## src/rtl/uart_tx_arbiter.sv

```systemverilog
// uart_tx_arbiter: round-robin requester arbiter, byte FIFO and start/busy sequencer for a shared UART sender.
// Optional WAIT-state handshake timeout is enabled by defining UART_TX_ARB_TIMEOUT_EN.
module uart_tx_arbiter #(
    parameter int NUM_REQ = 2,
    parameter int DEPTH   = 8,
    parameter int TIMEOUT = 4096
) (
    input  logic                   sysclk,
    input  logic                   reset,
    input  logic [NUM_REQ-1:0]     req_valid,
    input  logic [8*NUM_REQ-1:0]   req_data,
    output logic [NUM_REQ-1:0]     req_ready,
    output logic [7:0]             tx_data,
    output logic                   tx_start,
    input  logic                   tx_busy,
    output logic [$clog2(DEPTH):0] fifo_count,
    output logic                   idle_irq,
    output logic                   tx_err
);
    localparam int AW = $clog2(DEPTH);
    localparam int PW = $clog2(NUM_REQ);
    localparam logic [AW:0] FULL = DEPTH[AW:0];

    typedef enum logic [1:0] {IDLE, START, WAIT_BUSY, WAIT_DONE} state_t;

    state_t        state;
    logic [PW-1:0] ptr, gnt, c;
    logic          found, push, pop, expired;
    logic [AW-1:0] head, tail;
    logic [7:0]    mem [DEPTH];

    // Scan from farthest to nearest so the requester closest after ptr wins.
    always_comb begin
        found = 1'b0;
        gnt = ptr;
        c = ptr;
        for (int i = NUM_REQ; i >= 1; i--) begin
            c = PW'((int'(ptr) + i) % NUM_REQ);
            if (req_valid[c]) begin
                found = 1'b1;
                gnt = c;
            end
        end
    end

    assign push      = found && fifo_count < FULL;
    assign req_ready = push ? NUM_REQ'(1) << gnt : '0;
    assign pop       = state == IDLE && fifo_count != '0 && !tx_busy;

    always_ff @(posedge sysclk)
        if (push) mem[tail] <= req_data[8*gnt +: 8];

    always_ff @(posedge sysclk or negedge reset) begin
        if (!reset) begin
            head       <= '0;
            tail       <= '0;
            fifo_count <= '0;
            ptr        <= PW'(NUM_REQ - 1);
        end else begin
            if (push) begin
                tail <= tail + 1'b1;
                ptr  <= gnt;
            end
            if (pop) head <= head + 1'b1;
            fifo_count <= fifo_count + {{AW{1'b0}}, push} - {{AW{1'b0}}, pop};
        end
    end

    always_ff @(posedge sysclk or negedge reset) begin
        if (!reset) begin
            state    <= IDLE;
            tx_data  <= '0;
            tx_start <= 1'b0;
            idle_irq <= 1'b0;
        end else begin
            tx_start <= pop;
            idle_irq <= state == WAIT_DONE && !tx_busy && fifo_count == '0;
            if (pop) tx_data <= mem[head];
            case (state)
                IDLE:      state <= pop ? START : IDLE;
                START:     state <= WAIT_BUSY;
                WAIT_BUSY: state <= tx_busy ? WAIT_DONE : expired ? IDLE : WAIT_BUSY;
                default:   state <= (!tx_busy || expired) ? IDLE : WAIT_DONE;
            endcase
        end
    end

`ifdef UART_TX_ARB_TIMEOUT_EN
    localparam int TW = $clog2(TIMEOUT + 1);

    logic [TW-1:0] cnt;

    assign expired = cnt == TW'(TIMEOUT - 1);

    // Counter restarts on entry to each WAIT state; free-running elsewhere is harmless.
    always_ff @(posedge sysclk or negedge reset) begin
        if (!reset) begin
            cnt    <= '0;
            tx_err <= 1'b0;
        end else begin
            cnt    <= (state == START || (state == WAIT_BUSY && tx_busy)) ? '0 : cnt + 1'b1;
            tx_err <= expired && ((state == WAIT_BUSY && !tx_busy) || (state == WAIT_DONE && tx_busy));
        end
    end
`else
    assign expired = 1'b0 && (TIMEOUT > 0);
    assign tx_err  = 1'b0;
`endif
endmodule
```

## config.mk

```make
export PLATFORM = sky130hd
export DESIGN_NAME = uart_tx_arbiter
export DESIGN_NICKNAME = d
export VERILOG_FILES = /design/src/rtl/uart_tx_arbiter.sv
export SDC_FILE = /design/constraint.sdc
export NUM_CORES = 1
export LEC_CHECK = 0
export ABC_AREA = 1
export CORE_AREA = 2 2 93 95
export CTS_CLUSTER_SIZE = 30
export DETAILED_ROUTE_END_ITERATION = 16
export DIE_AREA = 0 0 95 97
export PLACE_DENSITY_LB_ADDON = 0.2
export REMOVE_ABC_BUFFERS = 1
export SLEW_MARGIN = 30
export SYNTH_ARGS = -nofsm -noshare
export SYNTH_HDL_FRONTEND = slang
export SYNTH_SLANG_ARGS = --single-unit
```

## constraint.sdc

```tcl
create_clock -name sysclk -period 4.5 [get_ports sysclk]
set_input_delay 0.9 -clock sysclk [delete_from_list [all_inputs] [get_ports sysclk]]
set_output_delay 0.9 -clock sysclk [all_outputs]
set_load 0.01 [all_outputs]
```

==> impl_metrics.py, run 1 <==
metrics = {
    "placement": {
        "port_buffers": 36,
        "pre_cts_ws_ns": 1.03,
        "gp_congestion": 0.760,
        "place_inst": 526,
        "dpl.hpwl_um": 5010,
    },
    "clock_tree": {
        "cts-root-buf": "clkbuf_8",
        "cts_buffer_depth": 2,
        "ctsHoldBuffers": 0,
        "cts.repair.resized": 0,
        "insertion_delay_ns": 0.36,
        "cts_tree": "yes",
        "numCtsBuffers": 9,
        "htree_num_levels": 3,
        "clk_pin_slew_ns": 0.08,
        "clock-sinks": 87,
        "post_cts_buffers": 0,
    },
    "sta": {
        "hold_viol": 0,
        "finalMaxSlewViolations": 0,
        "rsz0062_at_grt": "no",
        "skew_ns": 0.0108,
        "finalSetupTns_ns": 0,
        "timing.final.crit_share_pct": 76.4,
        "worstMarginPinSlew_ns": 0.833,
        "slew_headroom_pct": 44.3,
        "fin_crit_ns": 3.44,
        "fmax_mhz": 291,
        "setup_viol": 0,
        "worst_slack_ns": 1.06,
    },
    "die": {
        "die-height_um": 97,
        "rows": 33,
        "die_x_um": 95,
        "start_util_pct": 48.7,
        "core-area_um2": 8130,
        "io_pins": 38,
        "die-area_um2": 9220,
    },
    "logic_synthesis": {
        "netlist-cell-type-count": 24,
        "yosys_warnings": 0,
        "syn_area_um2": 3960,
        "postSynthAreaPerCell_um2": 9.96,
        "ys_seq_elements": 87,
        "synth_top_area_share_pct": 48.5,
        "synthTopCellsByArea": "edfxtp_1, dfrtp_1, nand2_1, nand3_1, inv_1",
        "yosysSeqAreaShare_pct": 63.0,
        "synthCells": 398,
        "synth_top_cell_by_area": "edfxtp_1",
    },
    "finish": {
        "synthToLayoutAreaGrowth_pct": 15.5,
        "nNetsFinal": 465,
        "drive_gt1_share_pct": 5.26,
        "fin_cells": 542,
        "nFillCells": 671,
        "antennaDiodeCount": 0,
    },
    "setup_path": {
        "slowest_delay_ns": 0.54,
        "cp_cell_sequence": "clkdlybuf4s50_1, inv_1, o21ai_4, inv_2, nor2_1, clkdlybuf4s50_1",
        "arrival_ns": 2.54,
        "worstSetupEndpointType": "primary output",
        "cp_num_buf_inv": 4,
        "worstSetupPathType": "in -> out",
        "crit_fanout": 10,
        "start_kind": "primary input",
        "path_common_cell": "clkdlybuf4s50_1",
        "cpMaxStageDelayCell": "clkdlybuf4s50_1",
        "critPathRequiredTime_ns": 3.60,
        "cp_top_family": "buffers and inverters",
    },
    "power": {
        "power_density_nw_per_um2": 648,
        "p_leak_uw": 0.00206,
        "ir_drop_uv": 242,
        "finalPower_uw": 2970,
    },
    "run": {
        "max_cap_violations": 0,
    },
    "grt": {
        "grt_max_degree": 35,
        "grt_overflow_total": 0,
        "grt_pass1_wl_um": 12100,
        "grt_pass1_vias": 2475,
        "globalRouteTotalUtil_pct": 17.7,
        "antenna_found_initial": 0,
    },
    "route": {
        "wl_per_cell_um": 13.7,
        "num_vias": 2643,
        "viasPerCell": 4.88,
        "first_pass_iters": 4,
        "first_iter_violations": 190,
        "route.detailed.drc": 0,
        "ant_nets": 0,
        "wirelength_um": 7430,
    },
    "worst_hold_path": {
        "min_path_type": "reg -> reg",
    },
    "status": {
        "outcome": "complete, no violations",
    },
}
==> cell type report <==
type / instances / area, um^2 / share of cell area [%]
sequential: 87 / 2500 / 54.6
multi-input combinational: 229 / 1080 / 23.7
timing repair buffer: 37 / 363 / 7.93
clock inverter: 6 / 109 / 2.38
clock buffer: 10 / 128 / 2.79
inverter: 68 / 265 / 5.79
tap: 105 / 131 / 2.87
==> layout by cell type (no fill, tap or decap) <==
master           instances
nand2_1                137
nand3_1                 51
a21oi_1                  2
dfrtp_1                 22
o21ai_2                  1
conb_1                   1
nor2_1                  15
o21ai_4                  1
bufinv_16                3
xnor2_1                  2
clkbuf_8                 9
inv_8                    1
edfxtp_1                64
buf_4                    1
o21ai_0                  4
inv_4                    1
or2_2                    1
inv_1                   64
clkinvlp_4               2
clkinv_1                 2
buf_2                    1
dfstp_2                  1
fa_1                     1
clkbuf_1                 1
xor2_1                   2
ha_1                    11
inv_2                    1
clkdlybuf4s50_1         35
==> synth_stat cells <==
cell / instances
o21ai_0: 4
inv_4: 1
a21oi_1: 2
buf_2: 3
ha_1: 11
dfstp_2: 1
inv_2: 1
conb_1: 1
or2_2: 1
inv_8: 1
fa_1: 1
o21ai_2: 1
xor2_1: 2
buf_4: 6
xnor2_1: 2
nand3_1: 51
edfxtp_1: 64
clkinv_1: 1
o21ai_4: 1
nor2_1: 15
dfrtp_1: 22
buf_6: 5
nand2_1: 137
inv_1: 64
==> logic make-up after synthesis <==
family / synth area share [%]
buffers and inverters: 9.63
XOR/XNOR: 0.884
flip-flops: 63.0
AO/OA/AOI/OAI: 1.39
other: 0.0946
adder cells (fa/ha/maj): 3.98
AND/OR/NAND/NOR: 21.0
==> report_power, final <==
| part | leakage, uW | switching (uW) | internal [uW] | total, uW |
|---|---|---|---|---|
| clock network | 0.000110 | 272 | 367 | 639 |
| logic | 0.00109 | 673 | 401 | 1070 |
| registers | 0.000863 | 128 | 1130 | 1250 |
| total | 0.00206 | 1070 | 1890 | 2970 |
==> state kept, by name, summed over array words and instances (netlist names) <==
name / count
head: 3
mem: 64
idle_irq: 1
state: 2
tx_start: 1
tx_data: 8
ptr: 1
fifo_count: 4
tail: 3
==> path summary, 6_finish.rpt <==
path / start / end / slack [ns] / cells after the start
setup / recovery: req_valid[1] / req_ready[1] / 1.06 / 6
hold / removal: tx_data[0] / tx_data[0] / 0.49 / 2
setup reg to reg: fifo_count[3] / fifo_count[2] / 1.78 / 11
hold reg to reg: tx_data[0] / tx_data[0] / 0.49 / 2
max in group asynchronous: reset / ptr / 3.64 / 1
min in group asynchronous: reset / tx_data[2] / 0.50 / 1
==> layer usage <==
metal	GRT usage [%]	wire (um)	vias up
met5	0	0	-
met4	9.03	120	0
met3	2.80	392	8
met2	26.8	3520	89
met1	24.6	3400	1226
li1	-	-	1320
==> through the flow <==
step | hold WS, ns | instance area (um^2) | utilization [%]
2_1_floorplan | 0.493 | 3850 | -
4_1_cts | 0.490 | 4580 | 56.3
5_1_grt | 0.496 | 4580 | 56.3
3_3_place_gp | 0.466 | 4350 | 53.4
6_report | 0.487 | 4580 | 56.3
3_5_place_dp | 0.469 | 4340 | 53.4
==> worst reg2reg max path, stage by stage (launching register included) <==
cell	delay (ns)
dfrtp_1	0.37
inv_1	0.08
ha_1	0.17
nand2_1	0.10
nand3_1	0.31
inv_1	0.49
ha_1	0.32
inv_1	0.06
ha_1	0.15
inv_1	0.05
fa_1	0.38
xnor2_1	0.14
No activity file was read; power rests on OpenSTA's default activity.
==> run 2, diff against run 1 <==
==> constraint.sdc (replaced) <==
create_clock -name sysclk -period 2.9 [get_ports sysclk]
set_input_delay 0.58 -clock sysclk [delete_from_list [all_inputs] [get_ports sysclk]]
set_output_delay 0.58 -clock sysclk [all_outputs]
set_load 0.01 [all_outputs]
==> impl_metrics.py, run 2 (same netlist as run 1, synthesis figures left out) <==
metrics = {
    "status": {
        "outcome": "complete, no violations",
    },
    "setup_path": {
        "start_kind": "primary input",
        "slowest_delay_ns": 0.54,
        "rrSetupSlack_ns": 0.89,
        "r2r-start": "fifo_count[2]",
        "path_common_cell": "clkdlybuf4s50_1",
        "cp_top_family": "buffers and inverters",
        "worstSetupEndpointType": "primary output",
        "crit_fanout": 9,
        "cp_num_buf_inv": 4,
        "cp_cell_sequence": "clkdlybuf4s50_1, inv_1, o21ai_4, inv_2, nor2_1, clkdlybuf4s50_1",
        "reg2regPathDepth": 11,
        "arrival_ns": 2.04,
        "worstSetupPathType": "in -> out",
        "r2r_end": "fifo_count[2]",
        "critPathRequiredTime_ns": 2.32,
        "cpMaxStageDelayCell": "clkdlybuf4s50_1",
    },
    "clock_tree": {
        "cts-root-buf": "clkbuf_8",
        "cts_tree": "yes",
        "numCtsBuffers": 9,
        "clock-sinks": 87,
        "cts_buffer_depth": 2,
        "clk_pin_slew_ns": 0.08,
        "insertion_delay_ns": 0.35,
        "ctsHoldBuffers": 0,
        "post_cts_buffers": 0,
        "cts.repair.resized": 0,
        "htree_num_levels": 3,
    },
    "sta": {
        "holdWs_ns": 0.482,
        "slew_headroom_pct": 48.3,
        "finalMaxSlewViolations": 0,
        "fin_crit_ns": 2.62,
        "skew_ns": 0.00972,
        "fmax_mhz": 381,
        "setup_viol": 0,
        "timing.final.crit_share_pct": 90.5,
        "rsz0062_at_grt": "no",
        "finalSetupTns_ns": 0,
        "worstMarginPinSlew_ns": 0.775,
        "hold_viol": 0,
    },
    "die": {
        "start_util_pct": 48.7,
        "core-area_um2": 8130,
        "die_x_um": 95,
        "die-height_um": 97,
        "rows": 33,
        "io_pins": 38,
        "die-area_um2": 9220,
    },
    "power": {
        "p_leak_uw": 0.00212,
        "power_density_nw_per_um2": 969,
        "pwr-share-seq_pct": 44.0,
        "power_frac_clock_pct": 18.7,
        "ir_drop_uv": 362,
        "p_int_uw": 2850,
        "switching_share_pct": 36.6,
        "p_sw_uw": 1650,
        "combPwrFrac_pct": 37.3,
    },
    "finish": {
        "layout_commonest_cell": "nand2_1",
        "final_cell_mix": "nand2_1, inv_1, edfxtp_1",
        "drive_gt1_share_pct": 7.57,
        "largestRegisters": "mem: 64 flops, tx_data: 8 flops, fifo_count: 4 flops",
        "nNetsFinal": 477,
        "regMostFlops": "mem",
        "antennaDiodeCount": 0,
        "synthToLayoutAreaGrowth_pct": 17.1,
        "largest_reg_flops": 64,
        "fin_cells": 554,
    },
    "route": {
        "route.detailed.drc": 0,
        "viasPerCell": 4.83,
        "first_pass_iters": 4,
        "wirelength_um": 7380,
        "num_vias": 2678,
        "ant_nets": 0,
        "wl_per_cell_um": 13.3,
        "first_iter_violations": 165,
    },
    "worst_hold_path": {
        "min_path_type": "reg -> reg",
        "whs_path_depth": 2,
        "min_to": "tx_data[2]",
        "min_from": "tx_data[2]",
    },
    "placement": {
        "port_buffers": 36,
        "gp_congestion": 0.779,
        "dpl.hpwl_um": 5120,
        "place_inst": 538,
    },
    "grt": {
        "grt_pass1_vias": 2561,
        "grt_max_degree": 34,
        "globalRouteTotalUtil_pct": 17.6,
        "grt_overflow_total": 0,
        "antenna_found_initial": 0,
        "grt_pass1_wl_um": 12300,
    },
    "run": {
        "max_cap_violations": 0,
    },
}
[run 2: worst max path at each step]
stage	from	end	slack [ns]	cells after the start
after floorplan	fifo_count[2]	fifo_count[2]	0.53	11
after global placement	req_valid[1]	req_ready[1]	0.26	6
after detailed placement	req_valid[1]	req_ready[1]	0.28	6
after CTS	req_valid[1]	req_ready[1]	0.26	6
after global routing	req_valid[1]	req_ready[1]	0.19	6
final	req_valid[1]	req_ready[1]	0.28	6
[run 2: worst reg2reg max path, delay by kind of cell, from the launching register on]
| family | cells | cell delay (ns) |
|---|---|---|
| AND/OR/NAND/NOR | 2 | 0.16 |
| flip-flops | 1 | 0.39 |
| XOR/XNOR | 1 | 0.13 |
| buffers and inverters | 4 | 0.27 |
| adder cells (fa/ha/maj) | 4 | 0.94 |
[run 2: final cells by class]
cell class | count | area, um^2
flip-flops and latches | 87 | 2500
clock buffers | 14 | 195
inverters | 68 | 265
fillers | 692 | 3490
multi-input cells | 229 | 1080
clock inverters | 2 | 10.0
well taps | 105 | 131
repair buffers | 49 | 458
[run 2: stage by stage]
step | worst slack, ns | instance area (um^2) | power, uW | util [%]
finish | 0.276 | 4640 | 4500 | 57.1
global route | 0.186 | 4640 | 4850 | 57.1
CTS | 0.260 | 4640 | 4540 | 57.1
detailed placement | 0.284 | 4440 | 3710 | 54.5
global placement | 0.265 | 4440 | 3640 | 54.5
floorplan | 0.529 | 3850 | 3010 | -
[run 2: power by group through the flow]
stage / Sequential [uW] / Combinational (uW) / Clock [uW]
2_1_floorplan: 2010 / 999 / 0
3_3_place_gp: 2000 / 1640 / 0
3_5_place_dp: 2010 / 1690 / 0
4_1_cts: 1980 / 1700 / 854
5_1_grt: 2020 / 1920 / 909
6_report: 1980 / 1680 / 840
[run 2: per-layer routing]
layer | global-route usage (%) | routed length (um) | vias to the layer above
met4 | 6.69 | 114 | 0
met2 | 27.2 | 3430 | 75
met1 | 24.9 | 3410 | 1250
li1 | - | - | 1343
met3 | 3.12 | 424 | 10
met5 | 0 | 0 | -
==> patch 1: new RTL, flow settings as in run 2 <==
`NUM_REQ`: 2 -> 4.
--- a/src/rtl/uart_tx_arbiter.sv
+++ b/src/rtl/uart_tx_arbiter.sv
@@ -1,7 +1,7 @@
 // uart_tx_arbiter: round-robin requester arbiter, byte FIFO and start/busy sequencer for a shared UART sender.
 // Optional WAIT-state handshake timeout is enabled by defining UART_TX_ARB_TIMEOUT_EN.
 module uart_tx_arbiter #(
-    parameter int NUM_REQ = 2,
+    parameter int NUM_REQ = 4,
     parameter int DEPTH   = 8,
     parameter int TIMEOUT = 4096
 ) (
Ports: changed (resized req_data, req_ready and req_valid); port bits go from 38 to 58. The function was not compared with the original's and may differ.
==> patch 1 against run 2 <==
- design area rose by 11%
- cell count rose by 7.4%
- total power rose by 45%
- non-clock buffer count rose by 36
- worst setup slack got worse by 0.11 ns
- area after synthesis rose by 5.7%
- wire length rose by 13%
- register-to-register slack got worse by 0.41 ns
- largest power group is now combinational logic
- sequential cell count rose by 1
- core utilization rose by 6.6 points
==> patch 1: results (changes against run 2) <==
outcome - completed (unchanged)
maximum VDD drop - 0.9539 mV (was 0.3618 mV)
fin worst setup slack - 0.1623 ns (was 0.2760 ns)
critical path peak fanout - 4 (was 9)
Tot GR Track Use - 19.82% (was 17.63%)
Total Wirelength - 8339 um (was 7375 um)
DP Worst Slack - -0.09675 ns (was 0.2841 ns)
global-route wire length before repair - 14,280 um (was 12,260 um)
WL met1 - 3866 um (was 3410 um)
Worst EP arrival - 2.16 ns (was 2.04 ns)
Leak - 2.160 nW (was 2.122 nW)
seq pwr - 0.00242 W (was 0.00198 W)
GPL Wtd Cong - 0.8997 (was 0.7788)
GR Util met2 - 30.77% (was 27.22%)
Synth area leaders - edfxtp_1, dfrtp_1, nand2_1, o21ai_0, nor2_1 (was edfxtp_1, dfrtp_1, nand2_1, nand3_1, inv_1)
Sw Pwr - 0.002728 W (was 0.001647 W)
Int Power - 0.003794 W (was 0.002852 W)
hold path start - tx_data[6] (was tx_data[2])
hold_ws - 0.4816 ns (was 0.4818 ns)
nets - 536 (was 477)
share of cells above drive strength 1 - 15.92% (was 7.572%)
placed insts - 576 (was 538)
reg2reg start - ptr[0] (was fifo_count[2])
asr flop ratio synth - 27.27% (was 26.44%)
top routing layer used - met4 (unchanged)
Placement Cell Area - 4970 um2 (was 4437 um2)
HPWL Detailed - 5918 um (was 5117 um)
met1 Use GR - 28.38% (was 24.87%)
CTS buffer count - 9 (unchanged)
Synth cell types - 31 (was 24)
post-DR vias/cell - 5.109 (was 4.834)
Worst Reg2Reg Path Length in Cells - 14 (was 11)
register-to-register path setup slack - 0.48 ns (was 0.89 ns)
vias in the first global route - 3,028 (was 2,561)
DR iter-0 viols - 174 (was 165)
Worst Hold End - tx_data[6] (was tx_data[2])
Post-Route Skew - 0.009215 ns (was 0.009718 ns)
mean post-synth cell area - 10.30 um2 (was 9.959 um2)
met3 WL - 433 um (was 424 um)
metal2 WL - 3966 um (was 3425 um)
met3 global-route usage - 3.583% (was 3.115%)
Crit path largest cell delay - 0.45 ns (was 0.54 ns)
Non-Filler Instances - 595 (was 554)
Port-buffer cells - 56 (was 36)
synth cell count leaders - nand2_1, edfxtp_1, nor2_1 (was nand2_1, edfxtp_1, inv_1)
combinational share of power - 51.0% (was 37.3%)
post-synthesis sequential area ratio - 60.26% (was 63.04%)
==> patch 1: changes by cell type after synthesis, moves of 20 or more <==
cell / run 2 / this run
nand2_1: 137 / 94
nand3_1: 51 / 21
nor2_1: 15 / 47
o21ai_0: 4 / 38
inv_1: 64 / 23
nand2_2: 0 / 20
==> patch 1: final cells by class <==
class	instances	area, um2
fill	656	2959
sequential	88	2525
multi-input combinational	274	1451
timing repair buffer	85	783.3
tap	105	131.4
clock buffer	9	123.9
inverter	27	106.4
clock inverter	7	53.80
==> patch 1: logic make-up after synthesis <==
group	count (synthesis)	share of synthesized area, %
other	1	0.08949
XOR/XNOR	5	1.045
AND/OR/NAND/NOR	189	20.22
flip-flops	88	60.26
AO/OA/AOI/OAI	67	9.525
buffers and inverters	45	5.106
adder cells (fa/ha/maj)	12	3.762
==> patch 1: timing repair <==
action                     4_1_cts  5_1_grt
setup endpoints to repair        4        0
resized for setup                4        0
buffers inserted                 3        0
==> patch 2: new RTL, settings of run 2 <==
Made on the original files. The 4 states of `state_t` get a one-hot encoding in 4 bits.
--- a/src/rtl/uart_tx_arbiter.sv
+++ b/src/rtl/uart_tx_arbiter.sv
@@ -21,7 +21,7 @@
     localparam int PW = $clog2(NUM_REQ);
     localparam logic [AW:0] FULL = DEPTH[AW:0];
 
-    typedef enum logic [1:0] {IDLE, START, WAIT_BUSY, WAIT_DONE} state_t;
+    typedef enum logic [3:0] {IDLE = 4'b0001, START = 4'b0010, WAIT_BUSY = 4'b0100, WAIT_DONE = 4'b1000} state_t;
 
     state_t        state;
     logic [PW-1:0] ptr, gnt, c;
Behaviour: no difference found for any inputs over 10 cycles, from zero or initial values and one cycle with reset low; not proved beyond that.
==> patch 2 against run 2 <==
- cell count is 0.90% higher
- design area is 2.3% higher
- combinational power is 8% higher
- largest power group unchanged
- hold slack worse by 0.0022 ns
- sequential cell count is 2 higher
- worst setup slack better by 0.00087 ns
- area after synthesis is 1.8% higher
- fmax hardly changed
- clock power is 10% higher
- first-iteration DRC count is 30% lower
- largest cell class unchanged
- core utilization is 1.3 points higher
- total power is 4.0% higher
- wire length is 3.7% higher
==> patch 2: results (changes against run 2) <==
Non-Filler Instances - 559 (was 554)
placed insts - 543 (was 538)
largest registers - mem x64, tx_data x8 (was mem x64, tx_data x8, fifo_count x4)
hold path start - tx_data[5] (was tx_data[2])
global-route wire length before repair - 12,530 um (was 12,260 um)
met3 WL - 395 um (was 424 um)
Leak - 2.133 nW (was 2.122 nW)
Tot GR Track Use - 18.16% (was 17.63%)
hold_ws - 0.4796 ns (was 0.4818 ns)
metal2 WL - 3634 um (was 3425 um)
Synth Instances - 403 (was 398)
outcome - completed (unchanged)
nets - 478 (was 477)
FILL cells - 699 (was 692)
register-to-register path setup slack - 0.78 ns (was 0.89 ns)
Synth area leaders - edfxtp_1, dfrtp_1, nand2_1, inv_1, nand3_1 (was edfxtp_1, dfrtp_1, nand2_1, nand3_1, inv_1)
via count - 2,762 (was 2,678)
post-synthesis sequential area ratio - 63.21% (was 63.04%)
WL met1 - 3436 um (was 3410 um)
Post-Route Skew - 0.009817 ns (was 0.009718 ns)
Synth Area in XOR/XNOR - 0.8685% (was 0.8838%)
largest net degree at the start of global routing - 36 (was 34)
Total Wirelength - 7645 um (was 7375 um)
Period minus WS final - 2.623 ns (was 2.624 ns)
post-synthesis adder-cell area fraction - 2.667% (was 3.977%)
maximum VDD drop - 0.3970 mV (was 0.3618 mV)
Synth cell types - 30 (was 24)
DR iter-0 viols - 116 (was 165)
DP Worst Slack - 0.2671 ns (was 0.2841 ns)
## patch 2: changes by cell type after synthesis, moves of 2 or more
cell	before	now
buf_2	3	9
buf_4	6	2
buf_6	5	1
clkinv_1	1	3
ha_1	11	7
inv_2	1	3
nand3_1	51	45
nand3_2	0	8
nor2_4	0	2
## patch 2: cell type report
class / instances / share of cell area [%]
well taps: 105 / 2.767
flip-flops and latches: 89 / 53.70
clock inverters: 6 / 1.713
repair buffers: 48 / 9.486
multi-input cells: 232 / 23.98
clock buffers: 10 / 2.899
inverters: 69 / 5.455
## patch 2: worst min-delay path, stage by stage, from the launching register on
cell and delay (ns):
dfrtp_1 0.34, nand2_1 0.06, nand2_1 0.05
## patch 2: power by group
group          internal, W  switching (W)  leakage, nW
Clock             0.000503       0.000422        0.110
Sequential         0.00178       0.000155        0.890
Combinational     0.000681        0.00113         1.13
## patch 2: routing by layer
layer	GRT usage, %	vias up
met5	0	-
met4	8.696	0
met3	3.816	12
met2	28.59	78
met1	23.86	1309
li1	-	1363
